## src/rtl/ps2_line_filter_multi_if.sv

```systemverilog
// Bundle of line-filter signals between the pad side (master) and the filter (slave).
// FILTER_GLITCH_CNT_EN adds the glitch counter clear/readback signals.
interface ps2_line_filter_multi_if #(
  parameter int CHANNELS = 2
);
  logic [CHANNELS-1:0]   din;
  logic [CHANNELS-1:0]   dout;
  logic [CHANNELS-1:0]   rise;
  logic [CHANNELS-1:0]   fall;
`ifdef FILTER_GLITCH_CNT_EN
  logic                  glitch_clr;
  logic [8*CHANNELS-1:0] glitch_cnt;

  modport master (output din, glitch_clr, input dout, rise, fall, glitch_cnt);
  modport slave  (input din, glitch_clr, output dout, rise, fall, glitch_cnt);
`else
  modport master (output din, input dout, rise, fall);
  modport slave  (input din, output dout, rise, fall);
`endif
endinterface

```

## src/rtl/ps2_line_filter_multi.sv

```systemverilog
// Multi-channel PS/2 line filter: 2-FF sync, shared sample prescaler, per-lane
// saturating run-length filter with rise/fall strobes. Optional FILTER_GLITCH_CNT_EN.
module ps2_line_filter_lane #(
  parameter int   DEPTH      = 8,
  parameter logic IDLE_LEVEL = 1'b1
) (
  input  logic       clk,
  input  logic       rst,
  input  logic       tick,
  input  logic       din,
`ifdef FILTER_GLITCH_CNT_EN
  input  logic       glitch_clr,
  output logic [7:0] glitch_cnt,
`endif
  output logic       dout,
  output logic       rise,
  output logic       fall
);
  localparam int CW = (DEPTH > 1) ? $clog2(DEPTH) : 1;
  localparam logic [CW-1:0] CNT_MAX = CW'(DEPTH - 1);

  logic          s1, s2;
  logic [CW-1:0] cnt;

  always_ff @(posedge clk) begin
    if (rst) begin
      s1   <= IDLE_LEVEL;
      s2   <= IDLE_LEVEL;
      dout <= IDLE_LEVEL;
      cnt  <= '0;
      rise <= 1'b0;
      fall <= 1'b0;
    end else begin
      s1   <= din;
      s2   <= s1;
      rise <= 1'b0;
      fall <= 1'b0;
      if (tick) begin
        if (s2 == dout) begin
          cnt <= '0;
        end else if (cnt == CNT_MAX) begin
          // run long enough: accept the new level and strobe its direction
          dout <= s2;
          cnt  <= '0;
          rise <= s2;
          fall <= ~s2;
        end else begin
          cnt <= cnt + 1'b1;
        end
      end
    end
  end

`ifdef FILTER_GLITCH_CNT_EN
  logic glitch_evt;
  assign glitch_evt = tick && (s2 == dout) && (cnt != '0);

  // clear dominates a same-cycle glitch event
  always_ff @(posedge clk) begin
    if (rst || glitch_clr)
      glitch_cnt <= '0;
    else if (glitch_evt && (glitch_cnt != 8'hFF))
      glitch_cnt <= glitch_cnt + 8'd1;
  end
`endif
endmodule

module ps2_line_filter_multi #(
  parameter int   CHANNELS   = 2,
  parameter int   DEPTH      = 8,
  parameter int   PRESCALE   = 1,
  parameter logic IDLE_LEVEL = 1'b1
) (
  input  logic                    clk,
  input  logic                    rst,
  ps2_line_filter_multi_if.slave  bus
);
  localparam int PW = (PRESCALE > 1) ? $clog2(PRESCALE) : 1;
  localparam logic [PW-1:0] PCNT_MAX = PW'(PRESCALE - 1);

  logic [PW-1:0] pcnt;
  logic          tick;

  // with PRESCALE=1 pcnt is pinned at 0 and tick stays high
  assign tick = (pcnt == PCNT_MAX);

  always_ff @(posedge clk) begin
    if (rst || tick) pcnt <= '0;
    else             pcnt <= pcnt + 1'b1;
  end

  for (genvar i = 0; i < CHANNELS; i++) begin : g_lane
    ps2_line_filter_lane #(
      .DEPTH      (DEPTH),
      .IDLE_LEVEL (IDLE_LEVEL)
    ) u_lane (
      .clk        (clk),
      .rst        (rst),
      .tick       (tick),
      .din        (bus.din[i]),
`ifdef FILTER_GLITCH_CNT_EN
      .glitch_clr (bus.glitch_clr),
      .glitch_cnt (bus.glitch_cnt[8*i +: 8]),
`endif
      .dout       (bus.dout[i]),
      .rise       (bus.rise[i]),
      .fall       (bus.fall[i])
    );
  end
endmodule

```

## src/flat_wrapper.sv

```systemverilog
// flat-port wrapper written by rule: the top's interface ports become plain ports
module ps2_line_filter_multi_flat 
#(
  parameter int   CHANNELS   = 2,
  parameter int   DEPTH      = 8,
  parameter int   PRESCALE   = 1,
  parameter logic IDLE_LEVEL = 1'b1
)
  (clk, rst, bus_din, bus_dout, bus_rise, bus_fall);
  ps2_line_filter_multi_if #(.CHANNELS(CHANNELS)) bus_i ();
  input  logic clk;
  input  logic rst;
  input wire logic [$bits(bus_i.din)-1:0] bus_din;
  output wire logic [$bits(bus_i.dout)-1:0] bus_dout;
  output wire logic [$bits(bus_i.rise)-1:0] bus_rise;
  output wire logic [$bits(bus_i.fall)-1:0] bus_fall;
  assign bus_i.din = bus_din;
  assign bus_dout = bus_i.dout;
  assign bus_rise = bus_i.rise;
  assign bus_fall = bus_i.fall;
  ps2_line_filter_multi #(.CHANNELS(CHANNELS), .DEPTH(DEPTH), .PRESCALE(PRESCALE), .IDLE_LEVEL(IDLE_LEVEL)) u_core (.clk(clk), .rst(rst), .bus(bus_i));
endmodule
```

## config.mk

```make
export PLATFORM = sky130hd
export DESIGN_NAME = ps2_line_filter_multi_flat
export DESIGN_NICKNAME = d
export VERILOG_FILES = /design/src/rtl/ps2_line_filter_multi_if.sv /design/src/rtl/ps2_line_filter_multi.sv /design/src/flat_wrapper.sv
export SDC_FILE = /design/constraint.sdc
export NUM_CORES = 1
export LEC_CHECK = 0
export CORE_UTILIZATION = 32
export DETAILED_ROUTE_END_ITERATION = 8
export GPL_ROUTABILITY_DRIVEN = 0
export PLACE_DENSITY = 0.61
export SYNTH_ARGS = -nofsm -noshare
export SYNTH_HDL_FRONTEND = slang
export SYNTH_SLANG_ARGS = --single-unit
export TNS_END_PERCENT = 1
```

## constraint.sdc

```tcl
create_clock -name clk -period 1.3 [get_ports clk]
set_input_delay 0.13 -clock clk [delete_from_list [all_inputs] [get_ports clk]]
set_output_delay 0.13 -clock clk [all_outputs]
set_load 0.005 [all_outputs]
```

==> impl_results.md <==
* Outcome: complete, but fails checks
* Failing checks: setup timing
* Port Buffer Count at 9
* Buffer depth of the longest clock path at 2
* Crit Path Class: register to register
* Pint at 683.0 uW
* Synth Area in Compound Gates at 0.08202
* Final setup violation count at 1
* Number of synthesized register bits at 17
* RSZ-0062 raised after global routing: true
* HPWL Detailed at 819.8 um
* Antenna Cells at 0
* Synthesized cell area at between 700 and 800 um^2
* Core Box Area at 0.002042 mm^2
* Flop pwr share at 0.615
* Post-route DRC at 0
* TritonCTS Sinks at 17
* Period utilisation layout at 1.007
* Initial Utilization at 0.3511
* Syn Nets at 78
* Fmax at 764.2 MHz
* Peak VDD IR at 732.8 uV
* Wirelength per Cell at ~10 um
* Post-Place Cells at 104
* Drt pass-1 iters at 3
* Leakage at 0.0003784 uW
* Fin worst setup slack at -0.008633 ns
* Worst-path clk slew at 0.09 ns
* Commonest non-fill, non-tap cell in the layout: dfxtp_1
* Number of global-route vias before repair at around 500
* Global Route Usage Sum at 0.1117
* TNS Setup at -0.008633 ns
* P_sw at 190.3 uW
* H-tree Lvls at 1
* Worst min path class: input port to register
* Worst Path Required at 1.52 ns
* Initial antenna violation count at 0
* Overflow after GRT at 0
* Drt via density at between 4 and 5
* Sw frac at 0.2179
* Antenna Violating Nets Remaining at 0
* Power density cells at 924.5 mW/mm^2
* Layout Utilization at 0.4626
* Clk pwr share at 0.318
* Combinational Power Share at 0.067
* Post-Synth Adder-Cell Area at 0.08726
* Mean Syn Cell Area at 10.39 um^2
* Post-synthesis sequential area ratio at 0.4747
* Post-Layout Cell Count at 110
* Largest family of logic cells by synthesized area: simple AND/OR/NAND/NOR gates
* Final Slew Violations at 0
* Syn. warnings at 0
* Io pins at 10
* Fraction of layout cells with a size suffix above 1 at 0.3976
* CP Max Fanout at 2
* Tmin final at 1.309 ns
* Number of buffers inserted by hold repair at cts at 0
* Mux contribution to synthesized area at 0
* DRT iter0 DRCs at 5
* Number of max-cap violations at 0
* Row Count at 16
* Global-route wire length before repair at 1980 um
* Critical Path AT at roughly 1.5 ns
* Die width at between 40 and 50 um
* TritonCTS buffer count at 3
* Die height at 49.34 um
* Clk_skew at 0.003309 ns
* Die area at 0.002434 mm^2
* Critical Path End Type: register
* Root buf cell: clkbuf_4
* CTS tree: yes
* Simple-gate share of the synthesized area at 0.2339
* # nets final at 93
* Synth unique cells at 20
* Worst skew pair latency at 0.29 ns
* Xor and xnor area share after synthesis at 0.02443
* Final Hold Viols at 0
* Via Count at 507
* Area Growth Syn to Fin at 31.76%
* Final wirelength at 1150 um
* Largest net degree at the start of global routing at 10
* Crit start category: register
* Post-Synthesis Cells at 69
* Most frequent cells in the layout: dfxtp_1, buf_4, clkdlybuf4s50_1, nand2_1
[state kept, by name, indices dropped and copies added (netlist names)]
name / cells
u_core.g_lane.u_lane.s1: 2
u_core.pcnt: 1
u_core.g_lane.u_lane.dout: 2
u_core.g_lane.u_lane.s2: 2
u_core.g_lane.u_lane.cnt: 6
u_core.g_lane.u_lane.rise: 2
u_core.g_lane.u_lane.fall: 2
[synthesized netlist by cell type]
cell	instances	share of area
and4_1	2	0.024
and4b_1	2	0.028
buf_2	2	0.014
buf_4	6	0.063
conb_1	1	0.0052
dfxtp_1	17	0.47
ha_1	5	0.087
inv_1	3	0.016
nand2_1	6	0.031
nand3b_1	2	0.021
nor2_1	1	0.0052
nor2b_1	2	0.017
o211ai_1	2	0.021
o22ai_1	5	0.044
o22ai_2	1	0.017
or2_2	4	0.035
or3b_2	3	0.037
or4_1	2	0.021
or4b_1	1	0.014
xnor2_1	2	0.024
[area by class of cell]
cell class / count / area (um^2)
sequential: 17 / 346.6
multi-input combinational: 41 / 371.6
clock buffer: 4 / 26.28
inverter: 3 / 11.26
timing repair buffer: 18 / 155.1
fill: 202 / 1097
tap: 27 / 33.78
[metrics by stage]
stage                     hold slack (ns)  setup WS (ns)  total power (uW)  area (um^2)
after floorplan                    0.2338       -0.01073             571.6        724.4
after global placement             0.3973       -0.09449             598.6        845.8
after detailed placement           0.3967        -0.1246             599.5        845.8
after CTS                          0.3907       -0.08086             880.3        908.4
after global routing               0.3984       -0.05816             922.2        944.7
final                              0.3987      -0.008633             873.3        944.7
[worst paths after layout]
check | startpoint | endpoint | slack (ns) | cells past startpoint
max | u_core.g_lane[1].u_lane.cnt[0] | u_core.g_lane[1].u_lane.cnt[0] | -0.009 | 4
min reg2reg | u_core.g_lane[0].u_lane.s1 | u_core.g_lane[0].u_lane.s2 | 0.42 | 1
min | bus_din[0] | u_core.g_lane[0].u_lane.s1 | 0.40 | 2
max reg2reg | u_core.g_lane[1].u_lane.cnt[0] | u_core.g_lane[1].u_lane.cnt[0] | -0.009 | 4
[what timing repair did]
item	in CTS	in global routing
setup endpoints to repair	7	6
pin swaps	6	2
resized for setup	11	5
buffers inserted	1	1
[worst max-delay path: stages (launching register included)]
cell,delay [ns]
dfxtp_2,0.35
ha_4,0.16
ha_4,0.15
or4_4,0.48
o22ai_2,0.10
[power by group through the flow]
| stage | combinational, uW | clock (uW) | sequential, uW |
|---|---|---|---|
| after detailed placement | 50.6 | 0 | 549 |
| after global placement | 49.8 | 0 | 549 |
| after CTS | 52.5 | 291 | 537 |
| final | 58.3 | 278 | 537 |
| after floorplan | 24.8 | 0 | 547 |
| after global routing | 64.8 | 318 | 539 |
[metal layers]
layer,vias up,part of all wire,track usage
li1,263,-,-
met1,234,0.46,0.1103
met2,10,0.48,0.1849
met3,0,0.056,0.07165
met4,0,0,0.04412
met5,-,0,0
[kinds of logic after synthesis]
family | after synthesis
AO/OA/AOI/OAI | 8
XOR/XNOR | 2
adder cells (fa/ha/maj) | 5
buffers and inverters | 11
flip-flops | 17
other | 1
AND/OR/NAND/NOR | 25
(Power assumes the default switching activity.)
==> patch 1: new RTL, config.mk and constraints unchanged <==
`CHANNELS` is set to 2 in 3 places; all go to 4.
--- a/src/rtl/ps2_line_filter_multi_if.sv
+++ b/src/rtl/ps2_line_filter_multi_if.sv
@@ -1,7 +1,7 @@
 // Bundle of line-filter signals between the pad side (master) and the filter (slave).
 // FILTER_GLITCH_CNT_EN adds the glitch counter clear/readback signals.
 interface ps2_line_filter_multi_if #(
-  parameter int CHANNELS = 2
+  parameter int CHANNELS = 4
 );
   logic [CHANNELS-1:0]   din;
   logic [CHANNELS-1:0]   dout;
--- a/src/rtl/ps2_line_filter_multi.sv
+++ b/src/rtl/ps2_line_filter_multi.sv
@@ -66,7 +66,7 @@
 endmodule
 
 module ps2_line_filter_multi #(
-  parameter int   CHANNELS   = 2,
+  parameter int   CHANNELS   = 4,
   parameter int   DEPTH      = 8,
   parameter int   PRESCALE   = 1,
   parameter logic IDLE_LEVEL = 1'b1
--- a/src/flat_wrapper.sv
+++ b/src/flat_wrapper.sv
@@ -1,7 +1,7 @@
 // flat-port wrapper written by rule: the top's interface ports become plain ports
 module ps2_line_filter_multi_flat 
 #(
-  parameter int   CHANNELS   = 2,
+  parameter int   CHANNELS   = 4,
   parameter int   DEPTH      = 8,
   parameter int   PRESCALE   = 1,
   parameter logic IDLE_LEVEL = 1'b1
Interface: changed (resized bus_din, bus_dout, bus_fall and bus_rise); port bits go from 10 to 18. No check against the original RTL was run, so the function may have changed too.
==> patch 1 against the unedited design <==
Total power is 120% higher. Critical path depth stayed put. Clock skew is essentially flat. Routed wire length increased by 140%. Die area up 89%. First-iteration DRC count rose to 4.4 times the old value. Utilization shrank 3.3 points. Synthesized cell count rose by 96%. Sequential cell count up 16. Final cell count is 88% higher. Area after synthesis up 93%. Worst setup slack improved by 0.025 ns. Design area rose by 86%. Largest cell class is now flip-flops and latches.
==> patch 1: results (changes against the unedited design) <==
qor: cells_and_area.layout.non_clock_inverters 12 [was 3]
qor: cells_and_area.nFlopsAndLatches 33 [was 17]
qor: cells_and_area.num-nonclk-buffers 33 [was 18]
qor: cells_and_area.sequential_area 671 µm² [was 347 µm²]
qor: synthesis.avgSynthCellArea 10.3 µm² [was 10.4 µm²]
qor: clock_network.tritoncts_buffer_count 5 [was 3]
qor: cells_and_area.layout.comb_gates.multi_input 72 [was 41]
qor: routing.vias 1017 [was 507]
qor: clock_network.cts-resized-gates 7 [was 11]
qor: clock_network.clkSlewWorstSetupHoldPaths 0.06 ns [was 0.09 ns]
qor: placement.dp.cells 199 [was 104]
qor: placement.dpl_worst_slack -0.149 ns [was -0.125 ns]
qor: placement.post-dp-hpwl 1970 µm [was 820 µm]
qor: global_route.met2_track_demand_over_resource_in_global_routing 22.8% [was 18.5%]
qor: setup_path.worst-endpoint-arrival 1.50 ns [was 1.53 ns]
qor: synthesis.syn_inst 135 [was 69]
qor: cells_and_area.num-nets-final 171 [was 93]
qor: global_route.gr-usage-met3 5.07% [was 7.17%]
qor: cells_and_area.largest_register_ffs 12 [was 6]
qor: synthesis.synth_fp_nets 149 [was 78]
qor: routing.highest_layer met4 [was met3]
qor: synthesis.adder_cell_area_share_of_the_yosys_netlist 7.23% [was 8.73%]
qor: synthesis.synth_xor_area_share 2.53% [was 2.44%]
qor: synthesis.synthDistinctLibCells 23 [was 20]
qor: status.result_of_the_run finished, final reports clean [was finished with violations]
[patch 1: power breakdown]
| group | internal (W) | switching [W] | total, W |
|---|---|---|---|
| combinational | 0.0000579 | 0.0000504 | 0.000108 |
| sequential | 0.00103 | 0.0000121 | 0.00104 |
| clock | 0.000419 | 0.000341 | 0.000760 |
| total | 0.00151 | 0.000404 | 0.00191 |
[patch 1: final timing paths]
| path | start | to | slack (ns) | depth (start not counted) |
|---|---|---|---|---|
| min | bus_din[1] | u_core.g_lane[1].u_lane.s1 | 0.40 | 2 |
| min reg2reg | u_core.g_lane[0].u_lane.s1 | u_core.g_lane[0].u_lane.s2 | 0.40 | 1 |
| max | u_core.g_lane[2].u_lane.cnt[0] | u_core.g_lane[2].u_lane.cnt[0] | 0.02 | 4 |
| max reg2reg | u_core.g_lane[2].u_lane.cnt[0] | u_core.g_lane[2].u_lane.cnt[0] | 0.02 | 4 |
==> patch 2: new RTL, config.mk and constraints unchanged <==
Without the edit above. `IDLE_LEVEL` is set to 1'b1 in 3 places; all go to 1'b0.
--- a/src/rtl/ps2_line_filter_multi.sv
+++ b/src/rtl/ps2_line_filter_multi.sv
@@ -2,7 +2,7 @@
 // saturating run-length filter with rise/fall strobes. Optional FILTER_GLITCH_CNT_EN.
 module ps2_line_filter_lane #(
   parameter int   DEPTH      = 8,
-  parameter logic IDLE_LEVEL = 1'b1
+  parameter logic IDLE_LEVEL = 1'b0
 ) (
   input  logic       clk,
   input  logic       rst,
@@ -69,7 +69,7 @@
   parameter int   CHANNELS   = 2,
   parameter int   DEPTH      = 8,
   parameter int   PRESCALE   = 1,
-  parameter logic IDLE_LEVEL = 1'b1
+  parameter logic IDLE_LEVEL = 1'b0
 ) (
   input  logic                    clk,
   input  logic                    rst,
--- a/src/flat_wrapper.sv
+++ b/src/flat_wrapper.sv
@@ -4,7 +4,7 @@
   parameter int   CHANNELS   = 2,
   parameter int   DEPTH      = 8,
   parameter int   PRESCALE   = 1,
-  parameter logic IDLE_LEVEL = 1'b1
+  parameter logic IDLE_LEVEL = 1'b0
 )
   (clk, rst, bus_din, bus_dout, bus_rise, bus_fall);
   ps2_line_filter_multi_if #(.CHANNELS(CHANNELS)) bus_i ();
Check against the original RTL: not equivalent (Yosys sat finds a counterexample within 4 cycles, from zero or initial values and one cycle with rst high).
==> patch 2 against the unedited design <==
The flow still finishes with violations (setup timing). Sequential share of layout area grew 3.1 points. Area after synthesis down 3.3%. Routed wire length down 9.0%. Sequential cell count stayed put. Worst setup slack got worse by 0.029 ns. Count of clock-buffer cells in the layout shrank 1. Total power is 2.4% lower. Design area down 6.9%. Critical path type unchanged.
==> patch 2: results (changes against the unedited design) <==
qor: timing.setup_slack -0.0381 ns [was -0.00863 ns]
qor: synthesis.synth_compound_gate_area_share 4.33% [was 8.20%]
qor: placement.place_area 796 µm² [was 846 µm²]
qor: routing.routed_wl_per_cell 9.88 µm [was 10.5 µm]
qor: pwr.cellLeakagePower 0.333 nW [was 0.378 nW]
qor: status.failed_checks setup timing [unchanged]
qor: synthesis.synthDistinctLibCells 18 [was 20]
qor: global_route.maximum_number_of_pins_on_one_net_before_global_route_repair 14 [was 10]
qor: timing.final-setup-viol-count 4 [was 1]
qor: synthesis.synth_xor_area_share 2.53% [was 2.44%]
qor: routing.vias_per_cell 4.31 [was 4.61]
qor: cells_and_area.num-nets-final 89 [was 93]
qor: hold_path.worst_hold_startpoint bus_din[1] [was bus_din[0]]
qor: placement.dpl_worst_slack -0.142 ns [was -0.125 ns]
qor: setup_path.critical-path-slowest-cell sky130_fd_sc_hd__or4b_4 [was sky130_fd_sc_hd__or4_4]
qor: synthesis.synth_fp_nets 77 [was 78]
qor: timing.finClkSkew 0.00749 ns [was 0.00331 ns]
qor: timing.fin_hold_ws 0.379 ns [was 0.399 ns]
qor: synthesis.adder_cell_area_share_of_the_yosys_netlist 9.03% [was 8.73%]
qor: synthesis.netlist_top_cells_count 17 x sky130_fd_sc_hd__dfxtp_1, 8 x sky130_fd_sc_hd__nand2_1, 7 x sky130_fd_sc_hd__buf_4 [was 17 x sky130_fd_sc_hd__dfxtp_1, 6 x sky130_fd_sc_hd__buf_4, 6 x sky130_fd_sc_hd__nand2_1]
qor: synthesis.synthTopCellsByArea sky130_fd_sc_hd__dfxtp_1 49%, sky130_fd_sc_hd__ha_1 9.0%, sky130_fd_sc_hd__buf_4 7.6% [was sky130_fd_sc_hd__dfxtp_1 47%, sky130_fd_sc_hd__ha_1 8.7%, sky130_fd_sc_hd__buf_4 6.3%]
qor: cells_and_area.drive_above_1_share 31.6% [was 39.8%]
qor: pwr.vdd.ir_drop.worst 0.415 mV [was 0.733 mV]
qor: pwr.p_sw 0.000190 W [about the same]
qor: hold_path.hold_path_end u_core.g_lane[1].u_lane.s1 [was u_core.g_lane[0].u_lane.s1]
qor: placement.post-dp-hpwl 730 µm [was 820 µm]
qor: cells_and_area.fillCellCount 198 [was 202]
qor: status.result_of_the_run finished with violations [unchanged]
patch 2: cell types whose count changed in the layout (fill, tap and decap cells not counted), moves of 3 or more:
cell                      change
sky130_fd_sc_hd__o22ai_2      -5
sky130_fd_sc_hd__nor3b_1      +4
sky130_fd_sc_hd__buf_4        -3
sky130_fd_sc_hd__nor2b_1      +3
sky130_fd_sc_hd__inv_1        -3
sky130_fd_sc_hd__or2_2        -4
patch 2: area by class of cell:
type	instances	area share [%]
tap	27	3.84
clock buffer	3	2.56
sequential	17	39.8
clock inverter	1	0.569
timing repair buffer	15	15.1
multi-input combinational	43	38.1
patch 2: logic make-up after synthesis:
| kind of cell | count (synthesis) |
|---|---|
| AO/OA/AOI/OAI | 6 |
| XOR/XNOR | 2 |
| adder cells (fa/ha/maj) | 5 |
| buffers and inverters | 8 |
| flip-flops | 17 |
| multiplexers | 2 |
| other | 1 |
| AND/OR/NAND/NOR | 27 |
patch 2: timing repair:
| action | CTS | global route |
|---|---|---|
| setup endpoints to repair | 7 | 6 |
| gates resized for setup | 14 | 4 |
| pin swaps | 6 | 2 |
| hold buffers | 0 | 0 |
| buffers inserted | 1 | 0 |
patch 2: per-layer routing:
layer  up-vias  global-route usage [%]  wire length, µm  part of all wire, %
met5         -                       0                0                    0
met4         0                    10.3               27                  2.6
met3         2                   0.943               18                  1.7
met2         8                    16.4              500                   48
met1       205                    12.0              500                   48
li1        242                       -                -                    -
patch 2: power by group through the flow:
stage | Clock, W | Sequential [W] | Combinational (W)
after floorplan | 0 | 0.000546 | 0.0000228
after global placement | 0 | 0.000551 | 0.0000327
after detailed placement | 0 | 0.000551 | 0.0000332
after CTS | 0.000292 | 0.000538 | 0.0000350
after global routing | 0.000315 | 0.000540 | 0.0000389
final | 0.000279 | 0.000538 | 0.0000355
